**src/rtl/disp_sync_seq_ctrl_if.sv**
```systemverilog
// disp_sync_seq_ctrl_if: host control/config, generator feedback and run status of the sync sequencer
interface disp_sync_seq_ctrl_if #(parameter int CW = 12, parameter int FCW = 16);
   logic           i_start;
   logic           i_stop;
   logic [CW-1:0]  i_cfg_hres;
   logic [CW-1:0]  i_cfg_vres;
   logic [FCW-1:0] i_cfg_nframes;
   logic           i_vsync;
   logic           i_de;
   logic           o_gen_en;
   logic           o_busy;
   logic           o_frame_start;
   logic           o_done;
   logic [FCW-1:0] o_frame_cnt;
   logic [CW-1:0]  o_hres;
   logic [CW-1:0]  o_vres;
   logic           o_err_h;
   logic           o_err_v;
   logic           o_err_to;
   modport master (
      output i_start, i_stop, i_cfg_hres, i_cfg_vres, i_cfg_nframes, i_vsync, i_de,
      input  o_gen_en, o_busy, o_frame_start, o_done, o_frame_cnt, o_hres, o_vres,
             o_err_h, o_err_v, o_err_to
   );
   modport slave (
      input  i_start, i_stop, i_cfg_hres, i_cfg_vres, i_cfg_nframes, i_vsync, i_de,
      output o_gen_en, o_busy, o_frame_start, o_done, o_frame_cnt, o_hres, o_vres,
             o_err_h, o_err_v, o_err_to
   );
endinterface

```
**src/rtl/disp_sync_seq_ctrl.sv**
```systemverilog
// disp_sync_seq_ctrl: frame-aligned run/stop sequencer and geometry/liveness checker for the sync generator
module disp_sync_seq_ctrl #(
   parameter int CW      = 12,
   parameter int FCW     = 16,
   parameter int TIMEOUT = 1000000
) (
   input logic i_clk,
   input logic rst,
   disp_sync_seq_ctrl_if.slave bus
);
   localparam int TW = $clog2(TIMEOUT + 1);
   typedef enum logic [1:0] {IDLE, START, RUN, STOP} state_t;
   state_t st, st_nx;
   logic vs_q, de_q, stop_req;
   logic gen_en, done, frame_start, err_h, err_v, err_to;
   logic gen_en_d, done_d, fs_d;
   logic [CW-1:0] de_cnt, line_cnt, hres, vres;
   logic [FCW-1:0] nframes, frame_cnt;
   logic [TW-1:0] to_cnt;
   logic active, vs_rise, de_fall, timeout, last_frame;
   assign active     = (st == START) || (st == RUN);
   assign vs_rise    = active & bus.i_vsync & ~vs_q;
   assign de_fall    = active & de_q & ~bus.i_de;
   assign timeout    = active & ~vs_rise & (to_cnt == TW'(TIMEOUT - 1));
   assign last_frame = (nframes != '0) && (frame_cnt + FCW'(1) == nframes);
   assign bus.o_gen_en      = gen_en;
   assign bus.o_busy        = st != IDLE;
   assign bus.o_frame_start = frame_start;
   assign bus.o_done        = done;
   assign bus.o_frame_cnt   = frame_cnt;
   assign bus.o_hres        = hres;
   assign bus.o_vres        = vres;
   assign bus.o_err_h       = err_h;
   assign bus.o_err_v       = err_v;
   assign bus.o_err_to      = err_to;
   // next state: stops only land on a frame boundary unless aborted from START or by timeout
   always_comb begin
      st_nx = st;
      case (st)
         IDLE:    st_nx = bus.i_start ? START : IDLE;
         START:   st_nx = (bus.i_stop || timeout) ? STOP : (vs_rise ? RUN : START);
         RUN:     st_nx = (timeout || (vs_rise && (stop_req || bus.i_stop || last_frame))) ? STOP : RUN;
         default: st_nx = IDLE;
      endcase
   end
   // next values of the registered control outputs
   always_comb begin
      gen_en_d = st_nx != IDLE;
      done_d   = st == STOP;
      fs_d     = vs_rise;
   end
   // state register, shadow geometry, frame/line/DE/timeout counters and sticky errors
   always_ff @(posedge i_clk) begin
      if (rst) begin
         st          <= IDLE;
         gen_en      <= 1'b0;
         done        <= 1'b0;
         frame_start <= 1'b0;
         vs_q        <= 1'b0;
         de_q        <= 1'b0;
         stop_req    <= 1'b0;
         err_h       <= 1'b0;
         err_v       <= 1'b0;
         err_to      <= 1'b0;
         de_cnt      <= '0;
         line_cnt    <= '0;
         hres        <= '0;
         vres        <= '0;
         nframes     <= '0;
         frame_cnt   <= '0;
         to_cnt      <= '0;
      end else begin
         st          <= st_nx;
         gen_en      <= gen_en_d;
         done        <= done_d;
         frame_start <= fs_d;
         vs_q        <= gen_en & bus.i_vsync;
         de_q        <= gen_en & bus.i_de;
         if (st == IDLE && bus.i_start) begin
            hres      <= bus.i_cfg_hres;
            vres      <= bus.i_cfg_vres;
            nframes   <= bus.i_cfg_nframes;
            frame_cnt <= '0;
            err_h     <= 1'b0;
            err_v     <= 1'b0;
            err_to    <= 1'b0;
            stop_req  <= 1'b0;
            to_cnt    <= '0;
            line_cnt  <= '0;
         end
         if (active) begin
            to_cnt <= vs_rise ? '0 : to_cnt + TW'(1);
            de_cnt <= bus.i_de ? ((de_cnt == '1) ? de_cnt : de_cnt + CW'(1)) : '0;
            if (de_fall) begin
               err_h    <= err_h | (de_cnt != hres);
               line_cnt <= (line_cnt == '1) ? line_cnt : line_cnt + CW'(1);
            end
            if (timeout) err_to <= 1'b1;
            if (st == RUN && bus.i_stop) stop_req <= 1'b1;
            if (vs_rise) begin
               line_cnt <= '0;
               if (st == RUN) begin
                  frame_cnt <= frame_cnt + FCW'(1);
                  err_v     <= err_v | (line_cnt != vres);
                  hres      <= bus.i_cfg_hres;
                  vres      <= bus.i_cfg_vres;
                  nframes   <= bus.i_cfg_nframes;
               end
            end
         end else begin
            de_cnt <= '0;
         end
      end
   end
endmodule

```
**src/flat_wrapper.sv**
```systemverilog
// flat-port wrapper written by rule: the top's interface ports become plain ports
module disp_sync_seq_ctrl_flat 
#(
   parameter int CW      = 12,
   parameter int FCW     = 16,
   parameter int TIMEOUT = 1000000
)
  (i_clk, rst, bus_i_start, bus_i_stop, bus_i_cfg_hres, bus_i_cfg_vres, bus_i_cfg_nframes, bus_i_vsync, bus_i_de, bus_o_gen_en, bus_o_busy, bus_o_frame_start, bus_o_done, bus_o_frame_cnt, bus_o_hres, bus_o_vres, bus_o_err_h, bus_o_err_v, bus_o_err_to);
  disp_sync_seq_ctrl_if #(.CW(CW), .FCW(FCW)) bus_i ();
  input logic i_clk;
  input logic rst;
  input wire logic [$bits(bus_i.i_start)-1:0] bus_i_start;
  input wire logic [$bits(bus_i.i_stop)-1:0] bus_i_stop;
  input wire logic [$bits(bus_i.i_cfg_hres)-1:0] bus_i_cfg_hres;
  input wire logic [$bits(bus_i.i_cfg_vres)-1:0] bus_i_cfg_vres;
  input wire logic [$bits(bus_i.i_cfg_nframes)-1:0] bus_i_cfg_nframes;
  input wire logic [$bits(bus_i.i_vsync)-1:0] bus_i_vsync;
  input wire logic [$bits(bus_i.i_de)-1:0] bus_i_de;
  output wire logic [$bits(bus_i.o_gen_en)-1:0] bus_o_gen_en;
  output wire logic [$bits(bus_i.o_busy)-1:0] bus_o_busy;
  output wire logic [$bits(bus_i.o_frame_start)-1:0] bus_o_frame_start;
  output wire logic [$bits(bus_i.o_done)-1:0] bus_o_done;
  output wire logic [$bits(bus_i.o_frame_cnt)-1:0] bus_o_frame_cnt;
  output wire logic [$bits(bus_i.o_hres)-1:0] bus_o_hres;
  output wire logic [$bits(bus_i.o_vres)-1:0] bus_o_vres;
  output wire logic [$bits(bus_i.o_err_h)-1:0] bus_o_err_h;
  output wire logic [$bits(bus_i.o_err_v)-1:0] bus_o_err_v;
  output wire logic [$bits(bus_i.o_err_to)-1:0] bus_o_err_to;
  assign bus_i.i_start = bus_i_start;
  assign bus_i.i_stop = bus_i_stop;
  assign bus_i.i_cfg_hres = bus_i_cfg_hres;
  assign bus_i.i_cfg_vres = bus_i_cfg_vres;
  assign bus_i.i_cfg_nframes = bus_i_cfg_nframes;
  assign bus_i.i_vsync = bus_i_vsync;
  assign bus_i.i_de = bus_i_de;
  assign bus_o_gen_en = bus_i.o_gen_en;
  assign bus_o_busy = bus_i.o_busy;
  assign bus_o_frame_start = bus_i.o_frame_start;
  assign bus_o_done = bus_i.o_done;
  assign bus_o_frame_cnt = bus_i.o_frame_cnt;
  assign bus_o_hres = bus_i.o_hres;
  assign bus_o_vres = bus_i.o_vres;
  assign bus_o_err_h = bus_i.o_err_h;
  assign bus_o_err_v = bus_i.o_err_v;
  assign bus_o_err_to = bus_i.o_err_to;
  disp_sync_seq_ctrl #(.CW(CW), .FCW(FCW), .TIMEOUT(TIMEOUT)) u_core (.i_clk(i_clk), .rst(rst), .bus(bus_i));
endmodule
```
**config.mk**
```make
export PLATFORM = sky130hd
export DESIGN_NAME = disp_sync_seq_ctrl_flat
export DESIGN_NICKNAME = d
export VERILOG_FILES = /design/src/rtl/disp_sync_seq_ctrl_if.sv /design/src/rtl/disp_sync_seq_ctrl.sv /design/src/flat_wrapper.sv
export SDC_FILE = /design/constraint.sdc
export NUM_CORES = 1
export LEC_CHECK = 0
export ABC_CLOCK_PERIOD_IN_PS = 2700
export CORE_MARGIN = 2
export CORE_UTILIZATION = 45
export CTS_CLUSTER_SIZE = 28
export DETAILED_ROUTE_END_ITERATION = 12
export MAX_ROUTING_LAYER = met4
export PLACE_DENSITY_LB_ADDON = 0.15
export REMOVE_ABC_BUFFERS = 1
export SYNTH_ARGS = -nofsm -noshare
export SYNTH_HDL_FRONTEND = slang
export SYNTH_SLANG_ARGS = --single-unit
```
**constraint.sdc**
```tcl
create_clock -name i_clk -period 2.7 [get_ports i_clk]
set_input_delay 0.27 -clock i_clk [delete_from_list [all_inputs] [get_ports i_clk]]
set_output_delay 0.27 -clock i_clk [all_outputs]
set_load 0.02 [all_outputs]
```
==> results of run 1 <==
[cells by family (layout without fill, tap and decap cells)]
kind of cell	count (synthesis)	after routing	share of synthesized area (%)
simple gates	330	330	28.3
xor+xnor	54	54	8.31
compound gates	171	171	17.7
buf+inv	54	139	4.33
fa+ha+maj	8	8	1.76
flops	111	111	39.0
mux	3	3	0.528
[final cells by class]
cell class | instances | area (um^2) | share of cell area [%]
Timing Repair Buffer | 113 | 1070 | 15.1
Tap cell | 172 | 215 | 3.02
Inverter | 10 | 37.5 | 0.527
Clock buffer | 9 | 225 | 3.16
Sequential cell | 111 | 2220 | 31.2
Multi-Input combinational cell | 566 | 3250 | 45.6
Clock inverter | 7 | 101 | 1.42
[flip-flops by register name (all words and copies together) (netlist names)]
register                  count
u_core.to_cnt                20
u_core.bus.o_frame_cnt       16
u_core.nframes               16
u_core.bus.o_hres            12
u_core.bus.o_vres            12
u_core.de_cnt                12
u_core.line_cnt              12
u_core.st                     2
u_core.bus.o_done             1
u_core.bus.o_err_h            1
u_core.bus.o_err_to           1
u_core.bus.o_err_v            1
u_core.bus.o_frame_start      1
u_core.bus.o_gen_en           1
u_core.de_q                   1
u_core.stop_req               1
u_core.vs_q                   1
[synthesized netlist by cell type (all sizes together), types with 7 or more instances]
cell / instances / area share (%)
a31oi: 10 / 1.1
nor3: 10 / 0.97
and4: 10 / 1.6
nor2: 68 / 4.5
nand3: 19 / 1.7
and3: 7 / 0.77
a22oi: 10 / 1.3
a211oi: 7 / 1.0
or3: 14 / 1.5
nand4: 22 / 2.5
clkbuf: 36 / 2.7
nand2: 130 / 8.6
inv: 10 / 0.66
xor2: 25 / 3.8
and2: 8 / 0.88
ha: 8 / 1.8
nor4: 13 / 1.4
dfxtp: 111 / 39
o21ai: 33 / 2.9
a21oi: 85 / 7.5
xnor2: 29 / 4.5
buf: 8 / 0.92
[power by group]
part	total, W	internal (W)	switching [W]
logic	0.000767	0.000328	0.000439
clock network	0.00146	0.000825	0.000639
registers	0.00178	0.00171	0.0000752
total	0.00401	0.00286	0.00115
[metal layers]
layer	global-route usage, %	vias to the layer above	wire length, um
met5	-	-	0
met4	9.44	0	350
met3	4.31	27	837
met2	36.1	143	6900
met1	30.7	2602	6890
li1	-	2747	-
[critical path: stages (launching register included)]
cell and delay [ns]:
dfxtp_1 0.44, ha_2 0.28, nand4_1 0.24, buf_4 0.23, nor4_2 0.35, mux2i_1 0.24
o211ai_1 0.11, or4b_1 0.51, nand3b_1 0.10
[what timing repair did]
action	in CTS	in global routing
hold buffers	0	0
buffers inserted	0	3
resized for setup	0	5
endpoints found under the setup margin	0	3
[metrics by stage]
| stage | instance area (um^2) | std cells | hold WS [ns] | setup TNS (ns) |
|---|---|---|---|---|
| after floorplan | 5480 | 687 | 0.339 | -7.34 |
| after global placement | 6760 | 969 | 0.469 | 0 |
| after detailed placement | 6760 | 969 | 0.474 | 0 |
| after CTS | 7080 | 985 | 0.356 | 0 |
| after global routing | 7130 | 988 | 0.380 | 0 |
| final | 7130 | 988 | 0.357 | 0 |
[worst max path at each step]
stage                                          from                        end  slack (ns)  cells past startpoint
after floorplan                        u_core.st[1]  u_core.bus.o_frame_cnt[8]       -0.37                      7
after global placement    u_core.bus.o_frame_cnt[0]        u_core.bus.o_gen_en        0.28                      7
after detailed placement  u_core.bus.o_frame_cnt[0]        u_core.bus.o_gen_en        0.17                      7
after CTS                 u_core.bus.o_frame_cnt[0]        u_core.bus.o_gen_en        0.16                      7
after global routing      u_core.bus.o_frame_cnt[0]        u_core.bus.o_gen_en        0.02                      8
final                     u_core.bus.o_frame_cnt[0]        u_core.bus.o_gen_en        0.15                      8
==> run summary, run 1 <==
CTS tree = done
Leak = 2.53 nW
ANT cells = 0
f_max = 393 MHz
area delta synth->final = 25.2%
row cnt = 41
first-pass GRT wire length = 24800 um
slew at the pin closest to its max-slew limit = 0.592 ns
WP data arrival = 2.85 ns
Max VDD drop = 0.315 mV
I/O pin count = 93
Die W = 116 um
reg2reg end = u_core.bus.o_gen_en
Final period util = 94.3%
Power Dens Cells = 563 mW/mm^2
most common cell after layout, fill and taps aside = nand2_1
largest net degree at the start of global routing = 55
total chip power = 0.00401 W
RSZ-0062 raised after global routing = no
vias in the first global route = 5135
die area = 0.0136 mm^2
number of flops mapped to enable cells by yosys = 0
Worst Hold Class = in -> reg
starting density of the core = 45.7%
post-route minimum period = 2.55 ns
CP Max Fanout = 6
Worst Hold Path EP = u_core.st[0]
Hold Path Stages = 4
final worst slack = 0.153 ns
sequential share of the synthesized area = 39.0%
Synth async-reset ratio = 0%
Post-DP HPWL = 10600 um
final-report hold violation count = 0
Max Cap Viol = 0
clock sinks = 111
Max-slew headroom = 60.3%
GRT Residual Overflow = 0
crit end category = flop
critical path class = reg -> reg
r2r startpoint = u_core.bus.o_frame_cnt[0]
Root Driver = clkbuf_16
clock skew = 0.00715 ns
drt wl/cell = 15.2 um
fin util = 57.2%
Iteration-0 DRC Markers = 274
most frequent cells in the layout = 130 x nand2_1, 111 x dfxtp_1, 91 x clkdlybuf4s50_1
initial antenna violation count = 0
R2R Setup Slk = 0.15 ns
Mapped Cells = 731
status = finished clean
Layout fillers = 1138
Core Area = 0.0125 mm^2
Netlist cell types = 62
synthesized cell area = 0.00569 mm^2
Setup violations, final = 0
CP required = 3.00 ns
final wirelength = 15000 um
final count of pins violating max slew = 0
CTS clk-pin slew, worst paths = 0.07 ns
Global Route Usage Sum = 23.5%
syn avg cell area = 7.79 um^2
clock buffer depth = 2
main flop type after synthesis = dfxtp_1
Clock Latency Late Sink = 0.36 ns
DRC viols = 0
Setup WS pre-CTS = 0.170 ns
Hold Path Origin = rst
CP startpoint kind = flop
Vias per Instance = 5.59
vias = 5519
Synth warnings = 0
cell depth of the worst flop-to-flop path = 8
GP Congestion = 0.922
layout cells sized above 1 = 6.50%
# nets final = 865
Port Buffers = 92
Yosys reg bits = 111
H-tree depth = 3
Routed Antenna Nets = 0
Num CTS Buffers = 9
First-pass DRT Iterations = 5
Vert. Die Dim = 116 um
No activity file was read; power rests on OpenSTA's default activity.
==> run 2, diff against run 1 <==
--- a/config.mk
+++ b/config.mk
@@ -10,6 +10,7 @@
 export CORE_UTILIZATION = 45
 export CTS_CLUSTER_SIZE = 28
 export DETAILED_ROUTE_END_ITERATION = 12
+export GPL_ROUTABILITY_DRIVEN = 1
 export MAX_ROUTING_LAYER = met4
 export PLACE_DENSITY_LB_ADDON = 0.15
 export REMOVE_ABC_BUFFERS = 1
==> results of run 2 <==
Final layout, timing and power as in run 1 (identical DEF).
==> run 3, diff against run 2 <==
--- a/config.mk
+++ b/config.mk
@@ -6,6 +6,7 @@
 export NUM_CORES = 1
 export LEC_CHECK = 0
 export ABC_CLOCK_PERIOD_IN_PS = 2700
+export CAP_MARGIN = 0
 export CORE_MARGIN = 2
 export CORE_UTILIZATION = 45
 export CTS_CLUSTER_SIZE = 28
@@ -13,7 +14,6 @@
 export GPL_ROUTABILITY_DRIVEN = 1
 export MAX_ROUTING_LAYER = met4
 export PLACE_DENSITY_LB_ADDON = 0.15
-export REMOVE_ABC_BUFFERS = 1
 export SYNTH_ARGS = -nofsm -noshare
 export SYNTH_HDL_FRONTEND = slang
 export SYNTH_SLANG_ARGS = --single-unit
==> run 3 against run 2 <==
  * Power fell by 2.6%
  * Highest routed layer unchanged
  * Clock skew fell by 0.0028 ns
  * Non-clock buffer count fell by 2
  * Routed wire length rose by 1.4%
  * Sequential power barely moved
  * Combinational power fell by 0.9%
  * Final cell count fell by 0.20%
  * Critical endpoint is now u_core.line_cnt[2]
  * Register-to-register slack improved by 0.06 ns
  * Utilization fell by 0.31 points
  * Clock power fell by 7%
  * Sequential share of layout area rose by 0.17 points
  * Flip-flop and latch count did not move
==> run summary, run 3 (same netlist as run 1, synthesis figures left out) <==
CP required = 2.97 ns
Global Route Usage Sum = 23.6%
r2r startpoint = u_core.st[1]
NetSw = 0.00112 W
Iteration-0 DRC Markers = 344
clock skew = 0.00438 ns
H-tree depth = 3
Die W = 116 um
area delta synth->final = 24.5%
Max VDD drop = 0.270 mV
worst path cell trace = inv_1, ha_1, nand3b_1, or4_1, o21a_1, o31ai_2, inv_1, a311oi_1
post-route minimum period = 2.49 ns
slowest CP cell = or4_1
most frequent CP cell = inv_1
Final period util = 92.1%
First-pass DRT Iterations = 5
family with the most delay on the worst path = simple AND/OR/NAND/NOR gates
Top reg by flops = u_core.to_cnt
GRT Residual Overflow = 0
cell depth of the worst flop-to-flop path = 8
WP data arrival = 2.75 ns
Fin Setup TNS = 0 ns
row cnt = 41
Clock Latency Late Sink = 0.36 ns
crit end category = flop
# nets final = 863
R2R Setup Slk = 0.21 ns
clock sinks = 111
most common cell after layout, fill and taps aside = nand2_1
initial antenna violation count = 0
Max-slew headroom = 59.3%
layout cells sized above 1 = 6.02%
Power Dens Cells = 552 mW/mm^2
final-report hold violation count = 0
first-pass GRT wire length = 24600 um
Leak = 2.50 nW
Routed Antenna Nets = 0
Min Hold Slack = 0.369 ns
Core Area = 0.0125 mm^2
status = finished clean
final count of pins violating max slew = 0
Hold Path Stages = 4
starting density of the core = 45.7%
vias in the first global route = 4981
max reg flops = 20
vias = 5540
clock power share = 34.9%
final wirelength = 15200 um
Root Driver = clkbuf_16
Vias per Instance = 5.62
largest net degree at the start of global routing = 59
Worst Hold Class = in -> reg
sequential share of power = 45.7%
Port Buffers = 92
RSZ-0062 raised after global routing = no
drt wl/cell = 15.4 um
Num CTS Buffers = 9
reg2reg end = u_core.line_cnt[2]
Post-DP HPWL = 10700 um
CTS clk-pin slew, worst paths = 0.07 ns
DRC viols = 0
die area = 0.0136 mm^2
total setup buffers inserted after CTS = 0
Worst Hold Path EP = u_core.st[0]
most frequent cells in the layout = 130 x nand2_1, 111 x dfxtp_1, 91 x clkdlybuf4s50_1
f_max = 402 MHz
ANT cells = 0
CTS tree = done
combinational fraction of design power = 19.4%
Sw Share = 28.7%
GP Congestion = 0.901
Setup violations, final = 0
slew at the pin closest to its max-slew limit = 0.610 ns
critical path class = reg -> reg
Vert. Die Dim = 116 um
post-synth net total = 785
Max Cap Viol = 0
Int Pwr = 0.00279 W
CP Max Fanout = 8
Hold Path Origin = rst
CP startpoint kind = flop
largest stage delay on the critical path = 0.59 ns
Buf/Inv on CP = 2
clock buffer depth = 2
I/O pin count = 93
run 3: per-stage QoR:
step	std cells	cell area (um^2)	util, %	worst slack [ns]	total power (W)
2_1_floorplan	731	5690	-	0.331	0.00226
3_3_place_gp	970	6770	54.3	0.282	0.00257
3_5_place_dp	970	6770	54.3	0.195	0.00258
4_1_cts	986	7070	56.7	0.151	0.00393
5_1_grt	986	7090	56.9	0.0542	0.00409
6_report	986	7090	56.9	0.214	0.00391
run 3: worst max-delay path by stage:
stage,from,endpoint,cells after the start
final,u_core.st[1],u_core.line_cnt[2],8
after floorplan,u_core.bus.o_frame_cnt[0],u_core.bus.o_gen_en,7
after global routing,u_core.st[1],u_core.bus.o_gen_en,8
after detailed placement,u_core.st[1],u_core.line_cnt[7],8
after global placement,u_core.st[1],u_core.line_cnt[2],8
after CTS,u_core.st[1],u_core.line_cnt[2],8
run 3: tightest hold or removal path: stages:
cell and delay, ns:
buf_2 0.13, nor2_1 0.12, a31oi_1 0.12, nand2_1 0.06
run 3: final cells by class:
cell class	count	area, um^2
clock buffer	12	246
clock inverter	4	55.1
tap	172	215
inverter	10	37.5
timing repair buffer	111	1070
fill	1148	5380
multi-input combinational	566	3240
sequential	111	2220
run 3: layer usage:
metal	track usage (%)	up-vias	part of all wire, %
li1	-	2744	-
met1	31.3	2610	47
met2	35.9	165	46
met3	4.36	21	6.1
met4	9.29	0	1.8
met5	-	-	0
run 3: repair_timing:
action                                  4_1_cts  5_1_grt
gates resized for setup                       0        3
endpoints found under the setup margin        0        5
hold buffers                                  0        0
run 3: power groups by stage:
stage          Sequential, W  Clock, W  Combinational [W]
3_5_place_dp         0.00183         0           0.000752
3_3_place_gp         0.00182         0           0.000744
2_1_floorplan        0.00185         0           0.000414
6_report             0.00179   0.00136           0.000760
4_1_cts              0.00179   0.00139           0.000757
5_1_grt              0.00180   0.00145           0.000834
